### src/rtl/fib_pkg.sv
// Shared definitions for the Fibonacci term collector: default geometry and
// the collector FSM state encoding.
package fib_pkg;

  localparam int DEF_DATA_W = 4;
  localparam int DEF_DEPTH  = 8;

  typedef enum logic [1:0] {
    IDLE     = 2'b00,
    COLLECT  = 2'b01,
    DRAIN    = 2'b10,
    FINISHED = 2'b11
  } state_t;

endpackage

### src/rtl/fib_fifo.sv
// Synchronous FIFO with explicit occupancy tracking and a registered read port.
// The caller is trusted to gate wr_en/rd_en against full/empty.
module fib_fifo
  import fib_pkg::*;
#(
  parameter int DATA_W = DEF_DATA_W,
  parameter int DEPTH  = DEF_DEPTH,
  parameter int ADDR_W = $clog2(DEPTH)
) (
  input  logic              Clk,
  input  logic              Reset,
  input  logic              clr,
  input  logic              wr_en,
  input  logic [DATA_W-1:0] wr_data,
  input  logic              rd_en,
  output logic [DATA_W-1:0] rd_data,
  output logic              rd_valid,
  output logic [ADDR_W:0]   level,
  output logic              full,
  output logic              empty
);

  logic [DATA_W-1:0] mem [DEPTH];
  logic [ADDR_W-1:0] wr_ptr;
  logic [ADDR_W-1:0] rd_ptr;

  assign full  = (level == (ADDR_W+1)'(DEPTH));
  assign empty = (level == '0);

  always_ff @(posedge Clk) begin
    if (wr_en) begin
      mem[wr_ptr] <= wr_data;
    end
  end

  // Pointers wrap naturally at DEPTH because DEPTH is a power of two.
  always_ff @(posedge Clk) begin
    if (Reset || clr) begin
      wr_ptr <= '0;
      rd_ptr <= '0;
      level  <= '0;
    end else begin
      if (wr_en) begin
        wr_ptr <= wr_ptr + 1'b1;
      end
      if (rd_en) begin
        rd_ptr <= rd_ptr + 1'b1;
      end
      case ({wr_en, rd_en})
        2'b10:   level <= level + 1'b1;
        2'b01:   level <= level - 1'b1;
        default: level <= level;
      endcase
    end
  end

  always_ff @(posedge Clk) begin
    if (Reset) begin
      rd_data  <= '0;
      rd_valid <= 1'b0;
    end else begin
      rd_valid <= rd_en;
      if (rd_en) begin
        rd_data <= mem[rd_ptr];
      end
    end
  end

endmodule

### src/rtl/fib_term_collector.sv
// Collects the Fibonacci sequencer's term stream into a FIFO, flags 4-bit
// wrap and dropped terms, counts accepted terms and tracks session completion.
module fib_term_collector
  import fib_pkg::*;
#(
  parameter int DATA_W = DEF_DATA_W,
  parameter int DEPTH  = DEF_DEPTH,
  parameter int ADDR_W = $clog2(DEPTH),
  parameter int CNT_W  = 8
) (
  input  logic              Clk,
  input  logic              Reset,
  input  logic              START,
  input  logic              term_valid,
  input  logic [DATA_W-1:0] term_in,
  input  logic              Done,
  input  logic              rd_req,
  output logic [DATA_W-1:0] rd_data,
  output logic              rd_valid,
  output logic [ADDR_W:0]   level,
  output logic              full,
  output logic              empty,
  output logic              overflow,
  output logic              dropped,
  output logic [CNT_W-1:0]  term_count,
  output logic              busy,
  output logic              fin
);

  state_t            state;
  state_t            next_state;
  logic              start_prev;
  logic              start_rise;
  logic              session_open;
  logic              wr_req;
  logic              wr_en;
  logic              rd_en;
  logic [DATA_W-1:0] prev_term;
  logic              first_flag;

  assign start_rise   = START && !start_prev;
  assign session_open = (state == IDLE) && start_rise;

  // A pop frees a slot in the same cycle, so a write into a full FIFO still lands.
  assign wr_req = (state == COLLECT) && term_valid;
  assign rd_en  = (state != IDLE) && rd_req && !empty;
  assign wr_en  = wr_req && (!full || rd_en);

  always_ff @(posedge Clk) begin
    start_prev <= START;
  end

  always_ff @(posedge Clk) begin
    if (Reset) begin
      state <= IDLE;
    end else begin
      state <= next_state;
    end
  end

  always_comb begin
    next_state = state;
    busy       = 1'b0;
    fin        = 1'b0;
    case (state)
      IDLE: begin
        if (start_rise) begin
          next_state = COLLECT;
        end
      end
      COLLECT: begin
        busy = 1'b1;
        if (Done) begin
          next_state = DRAIN;
        end
      end
      DRAIN: begin
        busy = 1'b1;
        if (empty) begin
          next_state = FINISHED;
        end
      end
      FINISHED: begin
        fin = 1'b1;
        if (!START) begin
          next_state = IDLE;
        end
      end
      default: next_state = IDLE;
    endcase
  end

  // Session bookkeeping: wrap detection against the previous accepted term,
  // saturating term count and the sticky drop flag.
  always_ff @(posedge Clk) begin
    if (Reset) begin
      overflow   <= 1'b0;
      dropped    <= 1'b0;
      term_count <= '0;
      prev_term  <= '0;
      first_flag <= 1'b1;
    end else if (session_open) begin
      overflow   <= 1'b0;
      dropped    <= 1'b0;
      term_count <= '0;
      first_flag <= 1'b1;
    end else begin
      if (wr_en) begin
        if (term_count != '1) begin
          term_count <= term_count + 1'b1;
        end
        if (!first_flag && (term_in < prev_term)) begin
          overflow <= 1'b1;
        end
        prev_term  <= term_in;
        first_flag <= 1'b0;
      end
      if (wr_req && !wr_en) begin
        dropped <= 1'b1;
      end
    end
  end

  fib_fifo #(
    .DATA_W (DATA_W),
    .DEPTH  (DEPTH),
    .ADDR_W (ADDR_W)
  ) u_fifo (
    .Clk      (Clk),
    .Reset    (Reset),
    .clr      (session_open),
    .wr_en    (wr_en),
    .wr_data  (term_in),
    .rd_en    (rd_en),
    .rd_data  (rd_data),
    .rd_valid (rd_valid),
    .level    (level),
    .full     (full),
    .empty    (empty)
  );

endmodule

### config.mk
export PLATFORM = sky130hd
export DESIGN_NAME = fib_term_collector
export DESIGN_NICKNAME = d
export VERILOG_FILES = /design/src/rtl/fib_pkg.sv /design/src/rtl/fib_fifo.sv /design/src/rtl/fib_term_collector.sv
export SDC_FILE = /design/constraint.sdc
export NUM_CORES = 1
export LEC_CHECK = 0
export BUFFER_PORTS_ARGS = -buffer_cell sky130_fd_sc_hd__buf_2
export CAP_MARGIN = 20
export CELL_PAD_IN_SITES_DETAIL_PLACEMENT = 1
export CELL_PAD_IN_SITES_GLOBAL_PLACEMENT = 1
export CORE_MARGIN = 3
export CORE_UTILIZATION = 50
export CTS_CLUSTER_DIAMETER = 60
export DETAILED_ROUTE_END_ITERATION = 8
export PLACE_DENSITY_LB_ADDON = 0.1
export SLEW_MARGIN = 20
export SYNTH_ARGS = -nofsm -noshare
export SYNTH_HDL_FRONTEND = slang
export SYNTH_SLANG_ARGS = --single-unit
### constraint.sdc
create_clock -name Clk -period 7.63 [get_ports Clk]
set_clock_uncertainty 0.05 [all_clocks]
set_input_delay 0.3815 -clock Clk [delete_from_list [all_inputs] [get_ports Clk]]
set_output_delay 0.3815 -clock Clk [all_outputs]
set_load 0.02 [all_outputs]
==> run summary, run 1 <==
post-synth top area share -> 33.0%
clk slew on worst S/H paths -> 0.07 ns
fill count -> 607
number of placed instances, taps included -> 334
P_sw -> 275 µW
Routed Antenna Nets -> 0
total track usage -> 19.8%
RSZ-0062 raised after global routing -> false
CP Capture Type -> flop
crit-path max FO -> 12
Netlist cell types -> 46
Logic pwr share -> 23.1%
DR vias/cell -> 5.40
Rel. slew slack -> 41.0%
drt initial violations -> 103
WS Path Type -> reg2reg
Req. time, crit path -> 7.80 ns
WL final -> 5990 µm
die width -> 82.3 µm
Mapped Cells -> 238
Avg Cell Area, Syn -> 12.2 µm²
Yosys reg bits -> 65
most common cell in the netlist -> dfxtp_1
Post-Route Setup TNS -> 0 ns
H-tree depth -> 3
post-layout util -> 59.4%
P_int -> 613 µW
YS warnings -> 0
Arr. time, crit path -> 3.39 ns
worst vdd ir -> 0.000214 V
simple-gate share of the synthesized area -> 12.5%
global-route wire length before repair -> 9800 µm
Seq pwr share -> 45.9%
initial antenna violation count -> 0
I/O pin count -> 33
Slew @ Worst Pin -> 0.877 ns
area of the mapped netlist -> 2910 µm²
Post-DP Area -> 3130 µm²
adder-cell area share of the yosys netlist -> 5.84%
drt pass-1 iters -> 4
core area -> 5570 µm²
Finished Layout Cells -> 349
min Tclk post-route -> 3.23 ns
FMAX -> 310 MHz
Synthesized Nets -> 261
post-route cell area -> 3310 µm²
ANT cells -> 0
Final #Nets -> 296
Post-synth ARST share -> 0%
Synth area leader -> edfxtp_1
largest family of logic cells by synthesized area -> simple AND/OR/NAND/NOR gates
total grt overflow -> 0
wire per inst -> 17.2 µm
Hold Buf Count CTS -> 0
Final Slew Violations -> 0
Setup-failing EPs final -> 0
post-synthesis mux area share -> 10.7%
Clock power frac -> 31.0%
vias in the first global route -> 1,957
TritonCTS clock tree -> built
outcome -> complete, no violations
via count -> 1,884
register area share after synthesis -> 55.7%
Post-synth EDFFs -> 32
CTS sink cnt -> 65
PostCTS Resize Cnt -> 0
Primary FF master, synth -> dfxtp_1
Die Ht -> 82.3 µm
initial core utilization -> 52.3%
Leakage Power -> 1.23 nW
CTS Root Buffer Type -> clkbuf_8
residual DRC count -> 0
Final Power -> 888 µW
most frequent cells after synthesis -> dfxtp_1 (33), edfxtp_1 (32), nor2_1 (30)
CTS Buf Count -> 9
Post-CTS Setup Inserts -> 0
largest net degree at the start of global routing -> 19
Fin. Hold Viols -> 0
MaxCap Viol Count -> 0
routability cong. -> 0.701
Sw Share -> 31.0%
type of origin of the critical path -> flop
hold crit path type -> in2reg
Rows -> 27
Final period util -> 42.3%
Die Footprint -> 6780 µm²
Synth area leaders -> edfxtp_1 (33%), dfxtp_1 (23%), mux4_2 (6.2%)
clk buf depth -> 2
area grow syn2layout -> 13.7%
XOR/XNOR Fraction of Synth Area -> 3.31%
share of cells above drive strength 1 -> 23.5%
IO Port Bufs -> 32
Synth Area in Compound Gates -> 8.76%
hpwl dp -> 4360 µm
PwrDens -> 268 nW/µm²
worst-skew pair later-pin latency -> 0.33 ns
R2R setup slack -> 4.40 ns
stage by stage:
stage	hold slack (ns)	setup WS (ns)
5_1_grt	0.127	4.07
3_3_place_gp	0.382	4.56
3_5_place_dp	0.403	4.39
4_1_cts	0.118	4.38
6_report	0.135	4.40
2_1_floorplan	0.359	4.89
sequential cells by signal (all words and copies together), names as in the netlist:
signal / flops
prev_term: 4
u_fifo.rd_data: 4
dropped: 1
state: 2
u_fifo.mem: 32
u_fifo.rd_ptr: 3
u_fifo.rd_valid: 1
first_flag: 1
term_count: 8
overflow: 1
u_fifo.level: 4
u_fifo.wr_ptr: 3
start_prev: 1
layout make-up:
cell class	instances	area (µm²)	area share, %
tap	72	90.1	2.72
clock inverter	6	60.1	1.81
sequential	65	1620	49.0
timing repair buffer	33	168	5.06
multi-input combinational	152	1200	36.2
inverter	12	50.0	1.51
clock buffer	9	124	3.74
worst max-delay path, cell delays in order, from the launching register on:
cell and delay, ns:
dfxtp_1 0.38, inv_1 0.08, ha_1 0.26, nand2b_1 0.24, nor2_1 0.59, nand2_1 0.22, inv_2 0.14, ha_1 0.23
a21o_1 0.17, a21oi_1 0.32, mux2i_1 0.23, o32a_1 0.15, a21oi_1 0.06
cells by family (layout without fill, tap and decap cells):
| group | Yosys count | in the layout |
|---|---|---|
| multiplexers | 21 | 21 |
| XOR/XNOR | 11 | 11 |
| flip-flops | 65 | 65 |
| adder cells (fa/ha/maj) | 13 | 13 |
| AND/OR/NAND/NOR | 77 | 77 |
| buffers and inverters | 21 | 60 |
| AO/OA/AOI/OAI | 30 | 30 |
routing by layer:
metal	wire [µm]	up-vias	global-route usage [%]
li1	-	924	-
met1	2760	913	25.8
met2	2920	39	32.0
met3	236	8	3.69
met4	71	0	8.80
met5	0	-	0
path summary, 6_finish.rpt:
path         startpoint               to  cells after the start
min reg2reg  first_flag       first_flag                      1
min               START       start_prev                      1
max            state[0]  u_fifo.level[3]                     12
max reg2reg    state[0]  u_fifo.level[3]                     12
power groups by stage:
stage | sequential [mW] | clock, mW | combinational (mW)
floorplan | 0.418 | 0 | 0.149
global placement | 0.414 | 0 | 0.200
detailed placement | 0.415 | 0 | 0.206
CTS | 0.408 | 0.282 | 0.208
global route | 0.411 | 0.301 | 0.227
finish | 0.408 | 0.275 | 0.205
cells in the final DEF, fill, tap and decap left out, types with 2 or more instances in the layout:
master,netlist,final
xor2_1,3,3
nor2_1,30,30
nor3_1,9,9
nand2_1,16,16
o21ai_0,2,2
ha_1,12,12
a21oi_1,7,7
nor4_1,2,2
nand3_1,3,3
nand2b_1,6,6
clkinv_2,0,2
mux2i_1,13,13
or3_1,2,2
xnor2_1,8,8
nor2b_1,2,2
dfxtp_1,33,33
mux4_2,8,8
a211oi_1,5,5
clkinv_4,1,2
edfxtp_1,32,32
a21o_1,4,4
inv_1,10,10
clkbuf_8,0,9
buf_2,2,32
Note: power is estimated with default switching activity, not from simulation.
==> inputs of run 2 (changes only) <==
- CORE_UTILIZATION: 50 -> 47
- clock period: 7.63 -> 3 ns (I/O delays scaled with it)
==> run 2 against run 1 <==
Net effect:
- first-iteration DRC count down 20%
- critical path depth unchanged
- non-clock buffer count is 5 higher
- core utilization shrank 2.4 points
- routed wire length fell by 4.6%
- via count rose by 1.6%
- critical path type unchanged
- critical endpoint unchanged
- highest routed layer unchanged
==> run summary, run 2 (synthesis gave the netlist of run 1 again) <==
Final Slew Violations -> 0 (unchanged)
max FFs per register -> 32 (unchanged)
area of the multi-input gates -> 1200 µm² (unchanged)
Post-Route Setup TNS -> 0 ns (unchanged)
Setup-failing EPs final -> 0 (unchanged)
CP Capture Type -> flop (unchanged)
Final period util -> 89.5% (was 42.3%)
slowest cell delay on critical path -> 0.38 ns (was 0.59 ns)
CTS sink cnt -> 65 (unchanged)
Slew @ Worst Pin -> 0.656 ns (was 0.877 ns)
met2 routed WL -> 2680 µm (was 2920 µm)
TritonCTS clock tree -> built (unchanged)
WL met3 -> 176 µm (was 236 µm)
routability cong. -> 0.763 (was 0.701)
IO Port Bufs -> 32 (unchanged)
Arr. time, crit path -> 2.86 ns (was 3.39 ns)
initial antenna violation count -> 0 (unchanged)
ANT cells -> 0 (unchanged)
Routed Antenna Nets -> 0 (unchanged)
largest net degree at the start of global routing -> 19 (unchanged)
drt initial violations -> 82 (was 103)
drt pass-1 iters -> 4 (unchanged)
WL final -> 5710 µm (was 5990 µm)
PostCTS Resize Cnt -> 0 (unchanged)
global-route wire length before repair -> 9740 µm (was 9800 µm)
area grow syn2layout -> 16.6% (was 13.7%)
via count -> 1,915 (was 1,884)
PwrDens -> 710 nW/µm² (was 268 nW/µm²)
clk buf depth -> 2 (unchanged)
hold crit path type -> in2reg (unchanged)
RSZ-0062 raised after global routing -> false (unchanged)
Req. time, crit path -> 3.17 ns (was 7.80 ns)
Fin. Hold Viols -> 0 (unchanged)
Final #Nets -> 301 (was 296)
most common cell after layout, fill and taps aside -> dfxtp_1 (unchanged)
total track usage -> 17.5% (was 19.8%)
type of origin of the critical path -> flop (unchanged)
register area -> 1620 µm² (unchanged)
DR vias/cell -> 5.35 (was 5.40)
die width -> 84.7 µm (was 82.3 µm)
pre-CTS WS -> 0.345 ns (was 4.39 ns)
Top reg by flops -> u_fifo.mem (unchanged)
Post-CTS Setup Inserts -> 0 (unchanged)
clk slew on worst S/H paths -> 0.08 ns (was 0.07 ns)
commonest non-fill, non-tap cells in the layout -> dfxtp_1 (33), buf_2 (32), edfxtp_1 (32), nor2_1 (30), nand2_1 (16) (unchanged)
fill count -> 644 (was 607)
core area -> 5960 µm² (was 5570 µm²)
Leakage Power -> 1.28 nW (was 1.23 nW)
Die Footprint -> 7180 µm² (was 6780 µm²)
critical path cell sequence -> inv_1 -> ha_1 -> nand2b_1 -> nor2_1 -> nand2_1 -> inv_2 -> ha_1 -> a21o_1 -> a21oi_1 -> mux2i_1 -> o32a_1 -> a21oi_1 (unchanged)
Rows -> 28 (was 27)
wire per inst -> 16.0 µm (was 17.2 µm)
WS Path Type -> reg2reg (unchanged)
Die Ht -> 84.7 µm (was 82.3 µm)
CTS Root Buffer Type -> clkbuf_8 (unchanged)
met1 wire length -> 2780 µm (was 2760 µm)
MaxCap Viol Count -> 0 (unchanged)
share of cells above drive strength 1 -> 25.1% (was 23.5%)
hpwl dp -> 4260 µm (was 4360 µm)
H-tree depth -> 3 (unchanged)
CTS Buf Count -> 9 (unchanged)
vias in the first global route -> 1,968 (was 1,957)
top sig layer -> met4 (unchanged)
initial core utilization -> 48.9% (was 52.3%)
total grt overflow -> 0 (unchanged)
worst-skew pair later-pin latency -> 0.34 ns (was 0.33 ns)
outcome -> complete, no violations (unchanged)
CP max stage cell -> dfxtp_1 (was nor2_1)
PnR worst setup slack -> 0.316 ns (was 4.40 ns)
FMAX -> 373 MHz (was 310 MHz)
Post-DP Area -> 3160 µm² (was 3130 µm²)
top flop regs -> u_fifo.mem: 32 flops, term_count: 8 flops (unchanged)
residual DRC count -> 0 (unchanged)
crit-path max FO -> 5 (was 12)
I/O pin count -> 33 (unchanged)
Rel. slew slack -> 55.9% (was 41.0%)
min Tclk post-route -> 2.68 ns (was 3.23 ns)
post-route cell area -> 3400 µm² (was 3310 µm²)
Final Power -> 2.41 mW (was 888 µW)
worst vdd ir -> 0.000411 V (was 0.000214 V)
==> run 2: layer usage <==
layer	track usage, %	vias to the layer above
met1	23.2	946
met3	3.63	8
met5	0	-
met2	27.8	27
met4	7.77	0
li1	-	934
==> run 2: critical path: cells and delay by family, from the launching register on <==
| kind | cells | cell delay, ns |
|---|---|---|
| flip-flops | 1 | 0.38 |
| AO/OA/AOI/OAI | 4 | 0.71 |
| adder cells (fa/ha/maj) | 2 | 0.49 |
| multiplexers | 1 | 0.23 |
| AND/OR/NAND/NOR | 3 | 0.51 |
| buffers and inverters | 2 | 0.20 |
==> run 2: cell type report <==
class / instances / share of cell area (%)
tap: 75 / 2.76
timing repair buffer: 38 / 6.11
inverter: 12 / 1.47
clock buffer: 9 / 3.65
multi-input combinational: 152 / 35.2
sequential: 65 / 47.7
clock inverter: 7 / 3.02
==> run 2: worst paths after layout <==
path,start,to,slack (ns),depth (start not counted)
worst min-delay path,term_in[0],u_fifo.mem[6][0],0.06,1
worst min register to register,first_flag,first_flag,0.41,1
worst max register to register,state[0],u_fifo.level[3],0.32,12
worst max-delay path,state[0],u_fifo.level[3],0.32,12
==> run 2: timing repair <==
| action | 4_1_cts | 5_1_grt |
|---|---|---|
| hold endpoints to repair | 1 | 0 |
| hold buffers | 1 | 0 |
| endpoints found under the setup margin | 0 | 0 |
==> run 2: power by group <==
group	total (mW)	internal, mW	switching, mW
registers	1.03	0.985	0.0489
logic	0.538	0.214	0.324
clock network	0.838	0.478	0.361
==> run 2: stage by stage <==
stage / util [%] / instances / hold slack [ns]
4_1_cts: 57.0 / 358 / 0.0629
6_report: 57.0 / 358 / 0.0617
3_3_place_gp: 53.1 / 341 / 0.234
2_1_floorplan: - / 238 / 0.128
5_1_grt: 57.0 / 358 / 0.0771
3_5_place_dp: 53.1 / 341 / 0.240
==> inputs of run 3 (changes only) <==
--- a/config.mk
+++ b/config.mk
@@ -15,3 +15,3 @@
 export DETAILED_ROUTE_END_ITERATION = 8
-export PLACE_DENSITY_LB_ADDON = 0.1
+export PLACE_DENSITY_LB_ADDON = 0.08
 export SLEW_MARGIN = 20
==> constraint.sdc (replaced) <==
create_clock -name Clk -period 3 [get_ports Clk]
set_clock_uncertainty 0.05 [all_clocks]
set_input_delay 0.6 -clock Clk [delete_from_list [all_inputs] [get_ports Clk]]
set_output_delay 0.6 -clock Clk [all_outputs]
set_load 0.02 [all_outputs]
==> run 3 against run 2 <==
Net effect:
- core utilization is 0.11 points higher
- sequential share of layout area fell by 0.088 points
- cell count increased by 0.28%
- hold slack better by 0.29 ns
- clock-buffer cell count grew 1
- combinational power hardly changed
- register-to-register slack barely moved
- worst setup slack worse by 0.013 ns
- first-iteration DRC count is the same
- critical path depth did not move
- critical path type unchanged
- highest routed layer unchanged
==> run summary, run 3 (synthesis gave the netlist of run 1 again) <==
FMAX -> 371 MHz (was 373 MHz)
Final period util -> 89.9% (was 89.5%)
R2R setup slack -> 0.30 ns (was 0.32 ns)
TritonCTS clock tree -> built (unchanged)
most used routing layer -> met2 (unchanged)
initial core utilization -> 48.9% (unchanged)
Die Ht -> 84.7 µm (unchanged)
grt met1 use -> 23.8% (was 23.2%)
Hold Path Depth -> 1 (unchanged)
WS Path Type -> reg2reg (unchanged)
min Tclk post-route -> 2.70 ns (was 2.68 ns)
Leakage Power -> 1.29 nW (was 1.28 nW)
outcome -> complete, no violations (unchanged)
CTS Root Buffer Type -> clkbuf_8 (unchanged)
residual DRC count -> 0 (unchanged)
core area -> 5960 µm² (unchanged)
H-tree depth -> 3 (unchanged)
type of origin of the critical path -> flop (unchanged)
M3 GR Usage -> 3.53% (was 3.63%)
Hold Buf Count CTS -> 0 (was 1)
ANT cells -> 0 (unchanged)
hold endpoint -> start_prev (was u_fifo.mem[6][0])
worst vdd ir -> 0.000295 V (was 0.000411 V)
hold path start -> START (was term_in[0])
Routed Antenna Nets -> 0 (unchanged)
hpwl dp -> 4180 µm (was 4260 µm)
hold crit path type -> in2reg (unchanged)
max FFs per register -> 32 (unchanged)
number of placed instances, taps included -> 343 (was 341)
share of cells above drive strength 1 -> 25.7% (was 25.1%)
most common cell after layout, fill and taps aside -> dfxtp_1 (unchanged)
largest net degree at the start of global routing -> 19 (unchanged)
register area -> 1620 µm² (unchanged)
fill count -> 661 (was 644)
Final Slew Violations -> 0 (unchanged)
RR Endpoint -> u_fifo.level[3] (unchanged)
Arr. time, crit path -> 2.86 ns (about the same)
Top reg by flops -> u_fifo.mem (unchanged)
DR vias/cell -> 5.17 (was 5.35)
Rel. slew slack -> 51.2% (was 55.9%)
area grow syn2layout -> 16.8% (was 16.6%)
MaxCap Viol Count -> 0 (unchanged)
GR Util met2 -> 26.3% (was 27.8%)
PnR worst setup slack -> 0.303 ns (was 0.316 ns)
crit-path max FO -> 5 (unchanged)
I/O pin count -> 33 (unchanged)
initial antenna violation count -> 0 (unchanged)
Rows -> 28 (unchanged)
Finished Layout Cells -> 359 (was 358)
PostCTS Resize Cnt -> 0 (unchanged)
commonest non-fill, non-tap cells in the layout -> dfxtp_1 (33), buf_2 (32), edfxtp_1 (32), nor2_1 (30), nand2_1 (16) (unchanged)
Reg2Reg Depth -> 12 (unchanged)
die width -> 84.7 µm (unchanged)
CP Capture Type -> flop (unchanged)
drt initial violations -> 82 (unchanged)
CTS Buf Count -> 9 (unchanged)
drt pass-1 iters -> 6 (was 4)
Final #Nets -> 302 (was 301)
Final Power -> 2.41 mW (about the same)
total grt overflow -> 0 (unchanged)
Die Footprint -> 7180 µm² (unchanged)
area of the multi-input gates -> 1200 µm² (unchanged)
clk buf depth -> 2 (unchanged)
via count -> 1,855 (was 1,915)
total track usage -> 17.1% (was 17.5%)
CTS sink cnt -> 65 (unchanged)
routability cong. -> 0.803 (was 0.763)
Min Hold Slack -> 0.347 ns (was 0.0617 ns)
global-route wire length before repair -> 9630 µm (was 9740 µm)
r2r startpoint -> state[0] (unchanged)
vias in the first global route -> 1,953 (was 1,968)
Setup-failing EPs final -> 0 (unchanged)
Post-CTS Setup Inserts -> 0 (unchanged)
Slew @ Worst Pin -> 0.727 ns (was 0.656 ns)
top flop regs -> u_fifo.mem: 32 flops, term_count: 8 flops (unchanged)
Req. time, crit path -> 3.17 ns (about the same)
wire per inst -> 15.7 µm (was 16.0 µm)
pre-CTS WS -> 0.311 ns (was 0.345 ns)
RSZ-0062 raised after global routing -> false (unchanged)
Post-Route Setup TNS -> 0 ns (unchanged)
clk slew on worst S/H paths -> 0.07 ns (was 0.08 ns)
IO Port Bufs -> 32 (unchanged)
worst-skew pair later-pin latency -> 0.33 ns (was 0.34 ns)
WL final -> 5630 µm (was 5710 µm)
PwrDens -> 708 nW/µm² (was 710 nW/µm²)
Fin. Hold Viols -> 0 (unchanged)
-- run 3: changes by cell type in the layout (fill, tap and decap cells not counted), sizes merged --
cell         delta
clkinv          -1
dlygate4sd3     -1
clkinvlp        +1
buf             +2
clkbuf          +1
inv             -1
-- run 3: through the flow --
| step | cell area [µm²] | util, % |
|---|---|---|
| finish | 3400 | 57.1 |
| global route | 3400 | 57.1 |
| CTS | 3400 | 57.1 |
| detailed placement | 3180 | 53.3 |
| global placement | 3180 | 53.3 |
| floorplan | 2910 | - |
-- run 3: final cells by class --
| type | count | area share [%] |
|---|---|---|
| Sequential cell | 65 | 47.6 |
| Tap cell | 75 | 2.76 |
| Inverter | 12 | 1.47 |
| Multi-Input combinational cell | 152 | 35.2 |
| Clock buffer | 10 | 4.04 |
| Timing Repair Buffer | 39 | 6.25 |
| Clock inverter | 6 | 2.65 |
-- run 3: power by group --
part           switching [mW]  internal (mW)  leakage, nW
logic                   0.321          0.214        0.618
clock network           0.343          0.493        0.113
registers              0.0514          0.985        0.555
-- run 3: critical path: stages (launching register included) --
cell      delay (ns)
dfxtp_1         0.40
inv_1           0.09
ha_1            0.26
nand2b_1        0.24
nor2_1          0.16
nand2_1         0.11
inv_2           0.11
ha_1            0.23
a21o_1          0.18
a21oi_1         0.30
mux2i_1         0.23
o32a_1          0.17
a21oi_1         0.06
-- run 3: how the worst max path moves through the flow --
stage                          startpoint              end  slack (ns)  cells after the start
final                            state[0]  u_fifo.level[3]        0.30                     12
after global routing             state[0]  u_fifo.level[3]         0.1                     12
after CTS                        state[0]  u_fifo.level[3]        0.31                     12
after detailed placement         state[0]  u_fifo.level[3]        0.31                     12
after global placement           state[0]  u_fifo.level[3]        0.48                     12
after floorplan           u_fifo.level[0]  u_fifo.level[3]        0.26                     10
-- run 3: metal layers --
layer | routed length (µm) | vias up
met2 | 2580 | 27
li1 | - | 934
met4 | 79 | 0
met3 | 179 | 6
met5 | 0 | -
met1 | 2790 | 888
